--- config.mk ---
export PLATFORM = sky130hd
export DESIGN_NAME = d_mem_arbiter_flat
export DESIGN_NICKNAME = d
export VERILOG_FILES = /design/src/rtl/d_mem_arbiter_pkg.sv /design/src/rtl/d_mem_arbiter_if.sv /design/src/rtl/d_mem_arbiter_rr_arb2.sv /design/src/rtl/d_mem_arbiter.sv /design/src/flat_wrapper.sv
export SDC_FILE = /design/constraint.sdc
export NUM_CORES = 1
export LEC_CHECK = 0
export CORE_MARGIN = 5
export CORE_UTILIZATION = 37
export DETAILED_ROUTE_END_ITERATION = 10
export GPL_TIMING_DRIVEN = 0
export PLACE_DENSITY = 0.89
export RECOVER_POWER = 100
export SLEW_MARGIN = 20
export SYNTH_ARGS = -nofsm -noshare
export SYNTH_HDL_FRONTEND = slang
export SYNTH_HIERARCHICAL = 1
export SYNTH_SLANG_ARGS = --single-unit
--- constraint.sdc ---
create_clock -name clk_t -period 3.7 [get_ports clk_t]
set_clock_uncertainty 0.05 [all_clocks]
set_input_delay 0.74 -clock clk_t [delete_from_list [all_inputs] [get_ports clk_t]]
set_output_delay 0.74 -clock clk_t [all_outputs]
set_load 0.005 [all_outputs]
--- src/rtl/d_mem_arbiter_pkg.sv ---
// Shared types and constants for the data-memory arbiter.
package d_mem_arbiter_pkg;

  typedef enum logic {IDLE, WAIT} arb_state_e;

  typedef enum logic {PORT_C, PORT_D} port_id_e;

  localparam logic [31:0] MMIO_ADDR_DEF = 32'h0000_00FC;

  // Wide enough for MEM_LAT-1 with MEM_LAT up to 7.
  localparam int unsigned LAT_W = $clog2(8);

endpackage

--- src/rtl/d_mem_arbiter_if.sv ---
// Core, debug and memory-side signals of the data-memory arbiter.
interface d_mem_arbiter_if #(
  parameter int unsigned ADDR_W = 32,
  parameter int unsigned DATA_W = 32
);

  logic              c_req;
  logic              c_we;
  logic [ADDR_W-1:0] c_addr;
  logic [DATA_W-1:0] c_wdata;
  logic              c_gnt;
  logic              c_rvalid;
  logic [DATA_W-1:0] c_rdata;
  logic              c_stall;

  logic              d_req;
  logic              d_we;
  logic [ADDR_W-1:0] d_addr;
  logic [DATA_W-1:0] d_wdata;
  logic              d_gnt;
  logic              d_rvalid;
  logic [DATA_W-1:0] d_rdata;

  logic              m_en;
  logic              m_we;
  logic [ADDR_W-1:0] m_addr;
  logic [DATA_W-1:0] m_wdata;
  logic [DATA_W-1:0] m_rdata;

  // Arbiter side.
  modport slave (
    input  c_req, c_we, c_addr, c_wdata,
    output c_gnt, c_rvalid, c_rdata, c_stall,
    input  d_req, d_we, d_addr, d_wdata,
    output d_gnt, d_rvalid, d_rdata,
    output m_en, m_we, m_addr, m_wdata,
    input  m_rdata
  );

  // Requester and memory side.
  modport master (
    output c_req, c_we, c_addr, c_wdata,
    input  c_gnt, c_rvalid, c_rdata, c_stall,
    output d_req, d_we, d_addr, d_wdata,
    input  d_gnt, d_rvalid, d_rdata,
    input  m_en, m_we, m_addr, m_wdata,
    output m_rdata
  );

endinterface

--- src/rtl/d_mem_arbiter_rr_arb2.sv ---
// Two-way round-robin picker: on a tie, the port that did not win last time.
module rr_arb2
  import d_mem_arbiter_pkg::*;
(
  input  logic [1:0] req_i,
  input  port_id_e   rr_last_i,
  output logic [1:0] gnt_o
);

  always_comb begin
    gnt_o = '0;
    if (req_i == 2'b11) begin
      gnt_o = (rr_last_i == PORT_D) ? 2'b01 : 2'b10;
    end else begin
      gnt_o = req_i;
    end
  end

endmodule

--- src/rtl/d_mem_arbiter.sv ---
// Shares the single-port data memory between the MEM stage (C) and the debug port (D),
// sequences reads over MEM_LAT cycles and owns the memory-mapped output register.
module d_mem_arbiter
  import d_mem_arbiter_pkg::*;
#(
  parameter int unsigned       ADDR_W    = 32,
  parameter int unsigned       DATA_W    = 32,
  parameter int unsigned       MEM_LAT   = 1,
  parameter logic [ADDR_W-1:0] MMIO_ADDR = ADDR_W'(MMIO_ADDR_DEF)
) (
  input  logic              clk_t,
  input  logic              rst_t,
  d_mem_arbiter_if.slave    bus,
  output logic [DATA_W-1:0] mem_map_io_t
);

  arb_state_e        state_q, state_d;
  port_id_e          rr_last_q, rr_last_d;
  port_id_e          owner_q, owner_d;
  logic [LAT_W-1:0]  lat_cnt_q, lat_cnt_d;
  logic              rd_mmio_q, rd_mmio_d;
  logic              c_rvalid_q, d_rvalid_q;
  logic [DATA_W-1:0] c_rdata_q, d_rdata_q;
  logic [DATA_W-1:0] mmio_q;

  logic [1:0]        arb_req, arb_gnt;
  logic              win_valid, win_d, win_we, win_mmio;
  logic [ADDR_W-1:0] win_addr;
  logic [DATA_W-1:0] win_wdata;
  logic              cap;
  logic [DATA_W-1:0] cap_data;

  // Requests are only visible to the picker while idle, so WAIT never grants.
  assign arb_req = {bus.d_req, bus.c_req} & {2{state_q == IDLE}};

  rr_arb2 u_rr_arb2 (
    .req_i     (arb_req),
    .rr_last_i (rr_last_q),
    .gnt_o     (arb_gnt)
  );

  assign win_valid = |arb_gnt;
  assign win_d     = arb_gnt[1];
  assign win_we    = win_d ? bus.d_we    : bus.c_we;
  assign win_addr  = win_d ? bus.d_addr  : bus.c_addr;
  assign win_wdata = win_d ? bus.d_wdata : bus.c_wdata;
  assign win_mmio  = (win_addr == MMIO_ADDR);

  assign cap      = (state_q == WAIT) && (lat_cnt_q == '0);
  assign cap_data = rd_mmio_q ? mmio_q : bus.m_rdata;

  always_comb begin
    state_d   = state_q;
    rr_last_d = rr_last_q;
    owner_d   = owner_q;
    lat_cnt_d = lat_cnt_q;
    rd_mmio_d = rd_mmio_q;
    unique case (state_q)
      IDLE: begin
        if (win_valid) begin
          rr_last_d = port_id_e'(win_d);
          if (!win_we) begin
            state_d   = WAIT;
            owner_d   = port_id_e'(win_d);
            lat_cnt_d = LAT_W'(MEM_LAT - 1);
            rd_mmio_d = win_mmio;
          end
        end
      end
      WAIT: begin
        if (lat_cnt_q == '0) begin
          state_d = IDLE;
        end else begin
          lat_cnt_d = lat_cnt_q - LAT_W'(1);
        end
      end
      default: state_d = IDLE;
    endcase
  end

  always_ff @(posedge clk_t) begin
    if (rst_t) begin
      state_q    <= IDLE;
      rr_last_q  <= PORT_D;
      owner_q    <= PORT_C;
      lat_cnt_q  <= '0;
      rd_mmio_q  <= 1'b0;
      c_rvalid_q <= 1'b0;
      d_rvalid_q <= 1'b0;
      c_rdata_q  <= '0;
      d_rdata_q  <= '0;
      mmio_q     <= '0;
    end else begin
      state_q    <= state_d;
      rr_last_q  <= rr_last_d;
      owner_q    <= owner_d;
      lat_cnt_q  <= lat_cnt_d;
      rd_mmio_q  <= rd_mmio_d;
      c_rvalid_q <= cap && (owner_q == PORT_C);
      d_rvalid_q <= cap && (owner_q == PORT_D);
      if (cap && (owner_q == PORT_C)) c_rdata_q <= cap_data;
      if (cap && (owner_q == PORT_D)) d_rdata_q <= cap_data;
      if (win_valid && win_we && win_mmio) mmio_q <= win_wdata;
    end
  end

  assign bus.c_gnt    = arb_gnt[0];
  assign bus.d_gnt    = arb_gnt[1];
  assign bus.c_rvalid = c_rvalid_q;
  assign bus.d_rvalid = d_rvalid_q;
  assign bus.c_rdata  = c_rdata_q;
  assign bus.d_rdata  = d_rdata_q;

  assign bus.m_en    = win_valid && !win_mmio;
  assign bus.m_we    = win_valid && !win_mmio && win_we;
  assign bus.m_addr  = win_addr;
  assign bus.m_wdata = win_wdata;

  // A core read stalls from its grant cycle until the cycle its rvalid pulses.
  assign bus.c_stall = (bus.c_req && !arb_gnt[0])
                     || (arb_gnt[0] && !bus.c_we)
                     || ((state_q == WAIT) && (owner_q == PORT_C));

  assign mem_map_io_t = mmio_q;

  c_hold_stable : assert property (@(posedge clk_t) disable iff (rst_t)
    (bus.c_req && !bus.c_gnt) |=>
      (!bus.c_req || ($stable(bus.c_we) && $stable(bus.c_addr) && $stable(bus.c_wdata))));

  d_hold_stable : assert property (@(posedge clk_t) disable iff (rst_t)
    (bus.d_req && !bus.d_gnt) |=>
      (!bus.d_req || ($stable(bus.d_we) && $stable(bus.d_addr) && $stable(bus.d_wdata))));

endmodule

--- src/flat_wrapper.sv ---
// flat-port wrapper written by rule: the top's interface ports become plain ports
module d_mem_arbiter_flat import d_mem_arbiter_pkg::*;
#(
  parameter int unsigned       ADDR_W    = 32,
  parameter int unsigned       DATA_W    = 32,
  parameter int unsigned       MEM_LAT   = 1,
  parameter logic [ADDR_W-1:0] MMIO_ADDR = ADDR_W'(MMIO_ADDR_DEF)
)
  (clk_t, rst_t, mem_map_io_t, bus_c_req, bus_c_we, bus_c_addr, bus_c_wdata, bus_c_gnt, bus_c_rvalid, bus_c_rdata, bus_c_stall, bus_d_req, bus_d_we, bus_d_addr, bus_d_wdata, bus_d_gnt, bus_d_rvalid, bus_d_rdata, bus_m_en, bus_m_we, bus_m_addr, bus_m_wdata, bus_m_rdata);
  d_mem_arbiter_if #(.ADDR_W(ADDR_W), .DATA_W(DATA_W)) bus_i ();
  input  logic clk_t;
  input  logic rst_t;
  output logic [DATA_W-1:0] mem_map_io_t;
  input wire logic [$bits(bus_i.c_req)-1:0] bus_c_req;
  input wire logic [$bits(bus_i.c_we)-1:0] bus_c_we;
  input wire logic [$bits(bus_i.c_addr)-1:0] bus_c_addr;
  input wire logic [$bits(bus_i.c_wdata)-1:0] bus_c_wdata;
  output wire logic [$bits(bus_i.c_gnt)-1:0] bus_c_gnt;
  output wire logic [$bits(bus_i.c_rvalid)-1:0] bus_c_rvalid;
  output wire logic [$bits(bus_i.c_rdata)-1:0] bus_c_rdata;
  output wire logic [$bits(bus_i.c_stall)-1:0] bus_c_stall;
  input wire logic [$bits(bus_i.d_req)-1:0] bus_d_req;
  input wire logic [$bits(bus_i.d_we)-1:0] bus_d_we;
  input wire logic [$bits(bus_i.d_addr)-1:0] bus_d_addr;
  input wire logic [$bits(bus_i.d_wdata)-1:0] bus_d_wdata;
  output wire logic [$bits(bus_i.d_gnt)-1:0] bus_d_gnt;
  output wire logic [$bits(bus_i.d_rvalid)-1:0] bus_d_rvalid;
  output wire logic [$bits(bus_i.d_rdata)-1:0] bus_d_rdata;
  output wire logic [$bits(bus_i.m_en)-1:0] bus_m_en;
  output wire logic [$bits(bus_i.m_we)-1:0] bus_m_we;
  output wire logic [$bits(bus_i.m_addr)-1:0] bus_m_addr;
  output wire logic [$bits(bus_i.m_wdata)-1:0] bus_m_wdata;
  input wire logic [$bits(bus_i.m_rdata)-1:0] bus_m_rdata;
  assign bus_i.c_req = bus_c_req;
  assign bus_i.c_we = bus_c_we;
  assign bus_i.c_addr = bus_c_addr;
  assign bus_i.c_wdata = bus_c_wdata;
  assign bus_c_gnt = bus_i.c_gnt;
  assign bus_c_rvalid = bus_i.c_rvalid;
  assign bus_c_rdata = bus_i.c_rdata;
  assign bus_c_stall = bus_i.c_stall;
  assign bus_i.d_req = bus_d_req;
  assign bus_i.d_we = bus_d_we;
  assign bus_i.d_addr = bus_d_addr;
  assign bus_i.d_wdata = bus_d_wdata;
  assign bus_d_gnt = bus_i.d_gnt;
  assign bus_d_rvalid = bus_i.d_rvalid;
  assign bus_d_rdata = bus_i.d_rdata;
  assign bus_m_en = bus_i.m_en;
  assign bus_m_we = bus_i.m_we;
  assign bus_m_addr = bus_i.m_addr;
  assign bus_m_wdata = bus_i.m_wdata;
  assign bus_i.m_rdata = bus_m_rdata;
  d_mem_arbiter #(.ADDR_W(ADDR_W), .DATA_W(DATA_W), .MEM_LAT(MEM_LAT), .MMIO_ADDR(MMIO_ADDR)) u_core (.clk_t(clk_t), .rst_t(rst_t), .bus(bus_i), .mem_map_io_t(mem_map_io_t));
endmodule
# After elaboration in Yosys (flattened, before gate mapping)
# Cells that the tools add are included.
totals:
  regBits: 105
  output_inout_bits: 167
  wordCells: 54
  inputBits: 166
op_classes:
  bitwise_logic: 4
  mux: 14
  reduce_logical: 20
  eq_ne: 5
  n_addsub: 1
ops:
  columns: ["cell", "n"]
  rows:
  - ["32-bit 2-to-1 mux", 3]
  - ["32-bit by 8-bit == test with 1-bit output, second input constant", 1]
  - ["1-bit logical AND", 10]
  - ["3-bit 2-to-1 mux", 3]
  - ["3-bit one-hot mux with 2 select lines", 1]
  - ["3-bit AND reduction", 2]
  - ["1-bit 2-to-1 mux", 4]
  - ["2-bit 2-to-1 mux", 2]
  - ["2-bit != test, second input constant", 2]
  - ["1-bit logical NOT", 3]
  - ["3-bit logical NOT", 1]
  - ["1-bit NOT", 3]
  - ["3-bit by 1-bit subtractor with 3-bit output, second input constant", 1]
  - ["2-bit AND", 1]
  - ["2-bit == test, second input constant", 1]
  - ["1-bit logical OR", 2]
  - ["2-bit by 1-bit != test with 1-bit output, second input constant", 1]
  - ["1-bit one-hot mux with 2 select lines", 1]
  - ["2-bit AND reduction", 1]
  - ["2-bit OR reduction", 1]

# Depth between registers and ports, before layout
logic_depth:
  ltp_word: 9
  mapped_depth: 10
  ltp_nobuf: 7

# Modules after synthesis
# Netlist, hierarchy kept.
modules_own_cells:
  columns: ["mod", "seq_area_each_um2", "area_each_um2", "n_inst", "cells_per_inst"]
  rows:
  - ["d_mem_arbiter", 2102.0, 5266.3, 1, 588]
  - ["rr_arb2", 0.0, 18.8, 1, 3]

# Worst setup path before layout
# OpenSTA, ideal clock, no wires.
synth_timing:
  kind: "input to output"
  from: "input bus_d_req"
  to: "output bus_m_addr[0]"
  setup_slack_ns: 0.135
  cell_stages: 6
  t_required_ns: 2.910
  n_path_buf: 3
  arrival_ns: 2.775
  path_cell_list: "nor2b_1 a21boi_0 buf_2 buf_1 clkbuf_1 mux2_2"
synth_between:
  elab_chain_cells: 4
synth_rtl:
  columns: ["element", "line", "source"]
  rows:
  - ["start, declared", "flat_wrapper.sv:22", "input wire logic [$bits(bus_i.d_req)-1:0] bus_d_req;"]
  - ["2-bit AND *", "d_mem_arbiter.sv:34", "assign arb_req = {bus.d_req, bus.c_req} & {2{state_q == IDLE}};"]
  - ["2-bit == test", "d_mem_arbiter_rr_arb2.sv:12", "if (req_i == 2'b11) begin"]
  - ["2-bit 2-to-1 mux *", "d_mem_arbiter_rr_arb2.sv:12", null]
  - ["via bus_d_gnt", "flat_wrapper.sv:26", "output wire logic [$bits(bus_i.d_gnt)-1:0] bus_d_gnt;"]
  - ["32-bit 2-to-1 mux *", "d_mem_arbiter.sv:45", "assign win_addr = win_d ? bus.d_addr : bus.c_addr;"]
  - ["end, declared", "flat_wrapper.sv:31", "output wire logic [$bits(bus_i.m_addr)-1:0] bus_m_addr;"]
# The timed path passes the listed nets; every way through them passes the cells marked *.

# Worst setup path in the final report
layout_timing:
  from: "input bus_d_req"
  to: "output bus_m_addr[16]"
layout_between:
  elab_chain_cells: 4
layout_rtl:
  columns: ["element", "line", "source"]
  rows:
  - ["2-bit AND *", "d_mem_arbiter.sv:34", null]
  - ["via u_core.arb_req[1]", "d_mem_arbiter.sv:26", "logic [1:0] arb_req, arb_gnt;"]
  - ["2-bit == test", "d_mem_arbiter_rr_arb2.sv:12", null]
  - ["2-bit 2-to-1 mux *", "d_mem_arbiter_rr_arb2.sv:12", null]
  - ["32-bit 2-to-1 mux *", "d_mem_arbiter.sv:45", null]
# Marks and branches as above.

==> out/results.tsv <==
metric	value	unit
outcome	finished clean	
setup TNS	0	ns
pre-CTS setup slack	-1.54	ns
Sw Share	26.8	%
CTS Buf Count	9	
# IOs	333	
Max Buffers Root-to-Sink	2	
FMAX	0.273	GHz
pwr dens	313	nW/um^2
final setup fails	0	
synthesis-to-layout area growth	77.7	%
maxcap violations	0	
# rows	43	
Die Y	130	um
drt pass-1 iters	4	
initial core utilization	37.9	%
Synthesized Nets	759	
All-Layer GR Usage	26.5	%
asr flop ratio synth	0	%
drc violations	0	
Setup CP Type	in -> out	
largest net degree at the start of global routing	19	
first-pass GRT wire length	34300	um
CP max stage delay	0.48	ns
Setup WS post-layout	0.0374	ns
critical path data arrival time	2.87	ns
CP most frequent cell	clkdlybuf4s50_1	
worst-skew pair later-pin latency	0.34	ns
final hold slack	0.412	ns
Setup crit end kind	output port	
Seq cells post-synth	105	
post-synthesis cell count	591	
H-tree depth	3	
clock transition at the registers of the reported paths	0.07	ns
actual slew at the worst max-slew pin	0.891	ns
share of layout cells above drive strength 1	12.8	%
CORE AREA	13900	sq um
post-synth top area share	39.8	%
EDFF count, synth	0	
Slew Viols, Final	0	
register area share after synthesis	39.8	%
Startpoint Class	primary input	
First DRT Iteration DRCs	321	
synth top area cells	dfxtp_1 40%, mux2_2 14%, a211oi_1 9.2%	
final wirelength	23200	um
Tcrit/Tclk final	99.0	%
Sequential Power Share	40.5	%
leading area contributor after synthesis	dfxtp_1	
Psw	788	uW
Cell Int Power	2.15	mW
maximum vdd drop	0.000253	V
critical path's slowest cell	clkdlybuf4s50_1	
Non-Filler Instances	1127	
NumNets Final	1110	
CTS tree	built	
total gr overflow	0	
Crit path max-delay family	buffers and inverters	
number of global-route vias before repair	6096	
Inst Count DP	1102	
Post-Syn Area	5290	sq um
Commonest cells post-synth	110 x nor2_1, 105 x dfxtp_1, 65 x a211oi_1	
top_reg_cell synth	dfxtp_1	
most numerous cell in the Yosys netlist	nor2_1	
Vias	5984	
CP Max Fanout	10	
Synth Warn #	6	
Mean Syn Cell Area	8.94	sq um
Final Hold Violating Endpoints	0	
critical path buffer and inverter count	5	
Comb power frac	28.4	%
Tmin final	3.66	ns
WP data required	2.91	ns
Tot Pwr	2.94	mW
Pleak	3.73	nW
unique cell type count in the Yosys netlist	36	
drt wl/cell	20.6	um
die area	16800	sq um
vias per cell	5.31	
unrepaired setup endpoints after global routing	true	
IO buf count	331	
Clock power frac	31.2	%
GP Congestion	0.896	
Detail Placement HPWL	18700	um
clock sink count	105	
class of the worst hold path	reg -> reg	
initial antenna violation count	1	
CTS root buf	clkbuf_16	
crit-path cells	clkdlybuf4s50_1 > nor2b_4 > a21boi_4 > buf_8 > buf_12 > clkbuf_16 > mux2_2 > clkdlybuf4s50_1	
Max-Slew Margin vs Limit	40.6	%
die width	130	um
antenna viol nets, final	0	
Ant. Diodes	0	
## cell usage in the layout (no fill, tap or decap), types with 12 or more instances in the layout
| master | synthesis | layout |
|---|---|---|
| a21oi_1 | 36 | 36 |
| a41o_1 | 32 | 32 |
| clkdlybuf4s50_1 | 0 | 244 |
| dlygate4sd3_1 | 0 | 72 |
| nor2_1 | 110 | 110 |
| dfxtp_1 | 105 | 105 |
| clkbuf_16 | 0 | 12 |
| mux2i_1 | 32 | 32 |
| a211oi_1 | 65 | 64 |
| inv_1 | 39 | 39 |
| clkbuf_1 | 37 | 31 |
| buf_4 | 0 | 12 |
| mux2_2 | 64 | 62 |
## power groups by stage
| stage | clock [mW] | combinational (mW) | sequential, mW |
|---|---|---|---|
| 6_report | 0.916 | 0.834 | 1.19 |
| 5_1_grt | 0.984 | 0.885 | 1.20 |
| 4_1_cts | 0.930 | 0.845 | 1.19 |
| 3_5_place_dp | 0 | 0.798 | 1.22 |
| 3_3_place_gp | 0 | 0.789 | 1.21 |
| 2_1_floorplan | 0 | 0.292 | 1.22 |
## timing repair
item                                   4_1_cts  5_1_grt
resized for setup                           51       16
hold buffers                                 0        0
setup endpoints to repair                   69       52
buffers inserted                            11        1
pin swaps                                    5        1
endpoints found under the hold margin        0        0
## kinds of logic after synthesis
group	synth area share (%)
flip-flops	39.8
AO/OA/AOI/OAI	21.0
buffers and inverters	6.89
AND/OR/NAND/NOR	12.2
multiplexers	19.7
adder cells (fa/ha/maj)	0.473
## routing by layer
metal	track usage, %	wire, um	up-vias
met3	5.85	1730	37
met1	33.9	9640	2826
li1	-	-	2845
met5	0	11	-
met4	6.42	473	2
met2	45.5	11400	274
## through the flow
| stage | area, sq um | util (%) |
|---|---|---|
| floorplan | 5290 | - |
| global placement | 8820 | 63.3 |
| detailed placement | 8820 | 63.3 |
| CTS | 9340 | 67.0 |
| global route | 9390 | 67.4 |
| finish | 9390 | 67.4 |
## area by class of cell
class	instances	area, sq um
fillers	1117	4540
repair buffers	343	3430
multi-input cells	393	2880
flip-flops and latches	105	2100
plain buffers	51	323
clock buffers	10	239
well taps	180	225
inverters	39	146
clock inverters	6	48.8
## sequential cells by signal (all words and copies together) (netlist names)
name	flops
u_core/owner_q	1
u_core/bus.c_rvalid	1
u_core/lat_cnt_q	3
u_core/mem_map_io_t	32
u_core/rd_mmio_q	1
u_core/bus.d_rvalid	1
u_core/bus.c_rdata	32
u_core/rr_last_q	1
u_core/bus.d_rdata	32
u_core/state_q	1
## worst paths after layout
path / startpoint / to / slack, ns / cells after the start
worst max-delay path: bus_d_req / bus_m_addr[16] / 0.04 / 8
worst min-delay path: u_core/mem_map_io_t[31]$_SDFFE_PP0P_ / u_core/mem_map_io_t[31]$_SDFFE_PP0P_ / 0.41 / 2
worst max register to register: u_core/state_q$_SDFF_PP0_ / u_core/mem_map_io_t[11]$_SDFFE_PP0P_ / 0.82 / 11
worst min register to register: u_core/mem_map_io_t[31]$_SDFFE_PP0P_ / u_core/mem_map_io_t[31]$_SDFFE_PP0P_ / 0.41 / 2
## tightest hold or removal path, delay by kind of cell (launching register included)
family,cells,cell delay (ns)
flip-flops,1,0.32
buffers and inverters,1,0.05
AO/OA/AOI/OAI,1,0.05
(Power assumes the default switching activity.)
